==> config.mk <==
export PLATFORM = sky130hd
export DESIGN_NAME = muldiv_unit
export DESIGN_NICKNAME = d
export VERILOG_FILES = /design/src/rtl/muldiv_unit.sv
export SDC_FILE = /design/constraint.sdc
export NUM_CORES = 1
export LEC_CHECK = 0
export ABC_AREA = 0
export ABC_CLOCK_PERIOD_IN_PS = 5700
export CORE_ASPECT_RATIO = 1.25
export CORE_UTILIZATION = 55
export CTS_CLUSTER_SIZE = 25
export DETAILED_ROUTE_END_ITERATION = 16
export PLACE_DENSITY = 0.82
export SYNTH_ARGS = -nofsm -noshare
export SYNTH_HDL_FRONTEND = slang
export SYNTH_SLANG_ARGS = --single-unit
==> constraint.sdc <==
create_clock -name clk -period 5.7 [get_ports clk]
set_clock_uncertainty 0.05 [all_clocks]
set_input_delay 1.14 -clock clk [delete_from_list [all_inputs] [get_ports clk]]
set_output_delay 1.14 -clock clk [all_outputs]
set_load 0.01 [all_outputs]
==> src/rtl/muldiv_unit.sv <==
// muldiv_unit: iterative RV32M multiply/divide unit.
// Fixed 33-cycle latency from accepted start to done pulse.
module muldiv_unit #(
  parameter int DataWidth = 32
) (
  input  logic                 clk,
  input  logic                 rst,
  input  logic                 start,
  input  logic [2:0]           func,
  input  logic [DataWidth-1:0] op1,
  input  logic [DataWidth-1:0] op2,
  output logic                 busy,
  output logic                 done,
  output logic [DataWidth-1:0] result
);

  localparam int W = DataWidth;

  localparam logic [2:0] F_MUL    = 3'd0;
  localparam logic [2:0] F_MULH   = 3'd1;
  localparam logic [2:0] F_MULHSU = 3'd2;
  localparam logic [2:0] F_MULHU  = 3'd3;
  localparam logic [2:0] F_DIV    = 3'd4;
  localparam logic [2:0] F_DIVU   = 3'd5;
  localparam logic [2:0] F_REM    = 3'd6;
  localparam logic [2:0] F_REMU   = 3'd7;

  localparam logic [W-1:0] MIN_NEG = {1'b1, {(W-1){1'b0}}};
  localparam logic [W-1:0] ALL_ONE = {W{1'b1}};

  typedef enum logic [1:0] {
    IDLE,
    CALC,
    DONE
  } state_t;

  state_t state;
  state_t state_nxt;

  logic [2:0]     fn;
  logic [W-1:0]   ma;
  logic [W-1:0]   mb;
  logic [2*W-1:0] acc;
  logic [W:0]     rem;
  logic [W-1:0]   quo;
  logic           neg_q;
  logic           neg_r;
  logic           divz;
  logic           ovf;
  logic [5:0]     cnt;

  logic           accept;
  logic           last;
  logic           sa_in;
  logic           sb_in;
  logic           na_in;
  logic           nb_in;
  logic [W-1:0]   ma_in;
  logic [W-1:0]   mb_in;

  logic [W:0]     psum;
  logic [2*W-1:0] acc_nxt;
  logic [W+1:0]   dsub;
  logic           ge;
  logic [W:0]     rem_nxt;
  logic [W-1:0]   quo_nxt;
  logic [2*W-1:0] prod;
  logic [W-1:0]   q_fix;
  logic [W-1:0]   r_fix;
  logic [W-1:0]   res_nxt;

  assign accept = start && (state != CALC);
  assign last   = (state == CALC) && (cnt == 6'd1);

  // Operand signedness per funct3 and magnitude conversion at latch time.
  always_comb begin
    sa_in = 1'b0;
    sb_in = 1'b0;
    unique case (func)
      F_MUL, F_MULH,
      F_DIV, F_REM: begin
        sa_in = 1'b1;
        sb_in = 1'b1;
      end
      F_MULHSU: sa_in = 1'b1;
      default: begin
        sa_in = 1'b0;
        sb_in = 1'b0;
      end
    endcase
    na_in = sa_in & op1[W-1];
    nb_in = sb_in & op2[W-1];
    ma_in = na_in ? -op1 : op1;
    mb_in = nb_in ? -op2 : op2;
  end

  // One shift-add and one restoring-divide step per cycle.
  always_comb begin
    psum    = {1'b0, acc[2*W-1:W]}
            + (acc[0] ? {1'b0, ma} : '0);
    acc_nxt = {psum, acc[W-1:1]};
    dsub    = {rem, quo[W-1]} - {2'b00, mb};
    ge      = ~dsub[W+1];
    rem_nxt = ge ? dsub[W:0]
                 : {rem[W-1:0], quo[W-1]};
    quo_nxt = {quo[W-2:0], ge};
  end

  // Sign fix-up and special-case overrides on the final step.
  // A zero divisor leaves the dividend as remainder on its own.
  always_comb begin
    prod    = neg_q ? -acc_nxt : acc_nxt;
    q_fix   = neg_q ? -quo_nxt : quo_nxt;
    r_fix   = neg_r ? -rem_nxt[W-1:0]
                    : rem_nxt[W-1:0];
    res_nxt = '0;
    unique case (fn)
      F_MUL:
        res_nxt = prod[W-1:0];
      F_MULH, F_MULHSU, F_MULHU:
        res_nxt = prod[2*W-1:W];
      F_DIV, F_DIVU: begin
        if (divz)
          res_nxt = ALL_ONE;
        else if (ovf)
          res_nxt = MIN_NEG;
        else
          res_nxt = q_fix;
      end
      F_REM, F_REMU: begin
        if (ovf && !divz)
          res_nxt = '0;
        else
          res_nxt = r_fix;
      end
      default: res_nxt = '0;
    endcase
  end

  // State register.
  always_ff @(posedge clk) begin
    if (rst)
      state <= IDLE;
    else
      state <= state_nxt;
  end

  // Next-state and status outputs.
  always_comb begin
    state_nxt = state;
    busy      = 1'b0;
    done      = 1'b0;
    unique case (state)
      IDLE: begin
        state_nxt = start ? CALC : IDLE;
      end
      CALC: begin
        busy = 1'b1;
        if (cnt == 6'd1)
          state_nxt = DONE;
      end
      DONE: begin
        done      = 1'b1;
        state_nxt = start ? CALC : IDLE;
      end
      default: state_nxt = IDLE;
    endcase
  end

  // Operand latch, iteration registers and result register.
  always_ff @(posedge clk) begin
    if (rst) begin
      fn     <= '0;
      ma     <= '0;
      mb     <= '0;
      acc    <= '0;
      rem    <= '0;
      quo    <= '0;
      neg_q  <= 1'b0;
      neg_r  <= 1'b0;
      divz   <= 1'b0;
      ovf    <= 1'b0;
      cnt    <= '0;
      result <= '0;
    end else if (accept) begin
      fn    <= func;
      ma    <= ma_in;
      mb    <= mb_in;
      acc   <= {{W{1'b0}}, mb_in};
      rem   <= '0;
      quo   <= ma_in;
      neg_q <= na_in ^ nb_in;
      neg_r <= na_in;
      divz  <= (op2 == '0);
      ovf   <= sa_in && sb_in
            && (op1 == MIN_NEG)
            && (op2 == ALL_ONE);
      cnt   <= 6'd32;
    end else if (state == CALC) begin
      cnt <= cnt - 6'd1;
      acc <= acc_nxt;
      rem <= rem_nxt;
      quo <= quo_nxt;
      if (last)
        result <= res_nxt;
    end
  end

endmodule

==> results.cfg <==
[status]
status = finished clean

[critical_path]
cp_max_fo = 34
cp.arrival_ns = 5.60
endpoint_kind = flop
worstPathRequired_ns = 6.06
reg2regPathDepth = 17
start_kind = flop
worstSetupPathType = reg2reg

[cells_and_area]
seqCellArea_mm2 = 0.004806
finish.utilization_pct = 62.42
multi_input_area_mm2 = 0.01219
drive_above_1_share_pct = 4.578
fillers = 2843
fin_nets = 2530
antenna_cells = 0
syn_to_final_growth_pct = 11.65

[yosys]
synth_async_sr_flop_share_pct = 0
synthMuxAreaShare_pct = 2.036
synth_edf_count = 0
synth_top_flop_cell = dfxtp_1
yosysSeqAreaShare_pct = 26.96
synth_warnings = 0
synthXorXnorAreaFrac_pct = 11.65
syn-cell-area_mm2 = 0.01782
synth_compound_area_share_pct = 27.43
synth_top_family_by_area = compound AO/OA/AOI/OAI gates
ys_ff_latch = 240
synthDistinctLibCells = 80
synth_fp_nets = 2531
synth-adder-area-share_pct = 5.279
syn-instance-count = 2387
synth-simple-area-share_pct = 21.84
avgSynthCellArea_um2 = 7.466

[drt]
via_count = 18286
dr.pass1.iters = 6
drcViolationCount = 0
drtIter0Drc = 1791
antenna_left = 0
viasPerCell = 6.496
wl_um = 60800
wl_per_cell_um = 21.60

[clock_network]
cts-htree-levels = 1
post_cts_buffers = 0
cts_sinks = 240
clk_latency_ns = 0.57
cts_hold_buf = 0
cts_tree = done
root_buffer = clkbuf_16
max-clock-path-buffers = 3
clk_pin_slew_ns = 0.07
cts_buffers = 27
cts-resized-gates = 0

[floorplanning]
start_util_pct = 55.91
core-area_mm2 = 0.03188
dieWidth_um = 163.0
dieArea_mm2 = 0.03313
ioPinCount = 104
die_h_um = 203.3
num_rows = 73

[hold_path]
holdPathStages = 2
hold_class = reg2reg

[sta]
rsz0062_at_grt = no
setup_tns_ns = 0
finalCritPeriodShare_pct = 91.91
worst_slew_pin_slew_ns = 1.303
timing.final.crit_period_ns = 5.239
final_hold_viol_count = 0
relSlewSlack_pct = 13.16
fmax_mhz = 190.9
setup_viol = 0
slew_viol_final = 0

[power]
power-per-cell-area_mw_per_mm2 = 294.9
power_leakage_nw = 7.271
vdd_drop_max_mv = 0.2693

[place]
post-dp-hpwl_um = 45450
port_buffers = 103
gp_congestion = 1.038

[global_routing]
grt_pass1_vias = 16968
grt_max_degree = 78
gr-total-overflow = 0
grt_usage_pct = 36.38
grt_antenna_before_repair = 0
grt_pass1_wl_um = 93930

[run]
cap_violations = 0
per-stage QoR:
stage / power, mW / cell area (µm²) / setup slack (ns) / hold WS, ns / cells
2_1_floorplan: 3.415 / 17820 / 0.6822 / 0.3817 / 2387
3_3_place_gp: 3.970 / 18990 / 0.7079 / 0.3908 / 2769
3_5_place_dp: 3.999 / 18990 / 0.6187 / 0.3948 / 2769
4_1_cts: 5.814 / 19900 / 0.5626 / 0.4040 / 2815
5_1_grt: 6.135 / 19900 / 0.04079 / 0.4248 / 2815
6_report: 5.868 / 19900 / 0.4609 / 0.4071 / 2815
cells in the mapped netlist, drive strengths merged (22+ instances only):
cell    instances  area, µm²
and2           42      262.8
o31ai          33      247.7
a21oi         202       1011
o41ai          28      260.3
dfxtp         240       4805
a221oi         28      257.8
o211ai         25      187.7
nor4           25      192.7
ha             72      900.9
inv            69      259.0
o21ai         138      690.7
xor2           84      735.7
mux2i          34      340.3
a21o           22      165.2
nand2         193      724.4
nor3           58      306.5
nor2          352       1321
a211oi        175       1314
xnor2         153       1340
nand3          23      120.1
clkbuf        146      548.0
layout by cell type, fill, tap and decap left out, drive strengths merged, types with 72 or more instances in the layout:
cell type,count
xor2,84
a211oi,175
nand2,193
clkdlybuf4s50,101
ha,72
o21ai,138
dfxtp,240
a21oi,202
xnor2,153
nor2,352
cell families (layout without fill, tap and decap cells):
group | after synthesis | count (layout)
AO/OA/AOI/OAI | 742 | 742
multiplexers | 36 | 36
adder cells (fa/ha/maj) | 74 | 74
AND/OR/NAND/NOR | 831 | 831
buffers and inverters | 227 | 243
flip-flops | 240 | 240
XOR/XNOR | 237 | 237
critical path, stage by stage, from the launching register on:
cell and delay, ns:
dfxtp_1 0.33, inv_1 0.07, ha_1 0.27, nor2b_1 0.17
o2111ai_1 0.19, a211oi_1 0.76, o211a_1 0.26, o211ai_1 0.11
a21oi_1 0.42, nor2_4 0.12, inv_1 0.21, buf_4 0.38
mux2_2 0.38, nand2_1 0.12, o21ai_0 0.12, xor2_1 0.19
a221oi_1 0.82, nor3_1 0.11
worst paths after layout:
| kind | startpoint | to | slack, ns |
|---|---|---|---|
| max reg2reg | mb[1] | result[8] | 0.46 |
| min reg2reg | ma[31] | ma[31] | 0.41 |
| min | ma[31] | ma[31] | 0.41 |
| max | mb[1] | result[8] | 0.46 |
registers in the layout, indices dropped and copies added, names as in the netlist:
signal and cells:
ovf 1, rem 33, acc 64, result 32, quo 32, neg_r 1
fn 3, divz 1, neg_q 1, ma 32, state 2, mb 32
cnt 6
area by class of cell:
cell class,instances,share of cell area [%]
multi-input combinational,1920,61.27
sequential,240,24.15
timing repair buffer,127,6.062
clock buffer,37,3.936
tap,412,2.591
inverter,70,1.346
clock inverter,9,0.6477
per-layer routing:
layer	global-route usage (%)	part of all wire [%]	vias to the layer above
met5	0	0	-
li1	-	-	8633
met4	24.30	7.1	0
met3	4.352	7.5	203
met2	60.40	47	849
met1	43.94	39	8601
where the power goes:
group / switching (mW) / total, mW / internal (mW)
clock network: 0.737 / 1.82 / 1.09
logic: 1.31 / 2.08 / 0.772
registers: 0.164 / 1.96 / 1.80
total: 2.21 / 5.87 / 3.66
No activity file was read; power rests on OpenSTA's default activity.
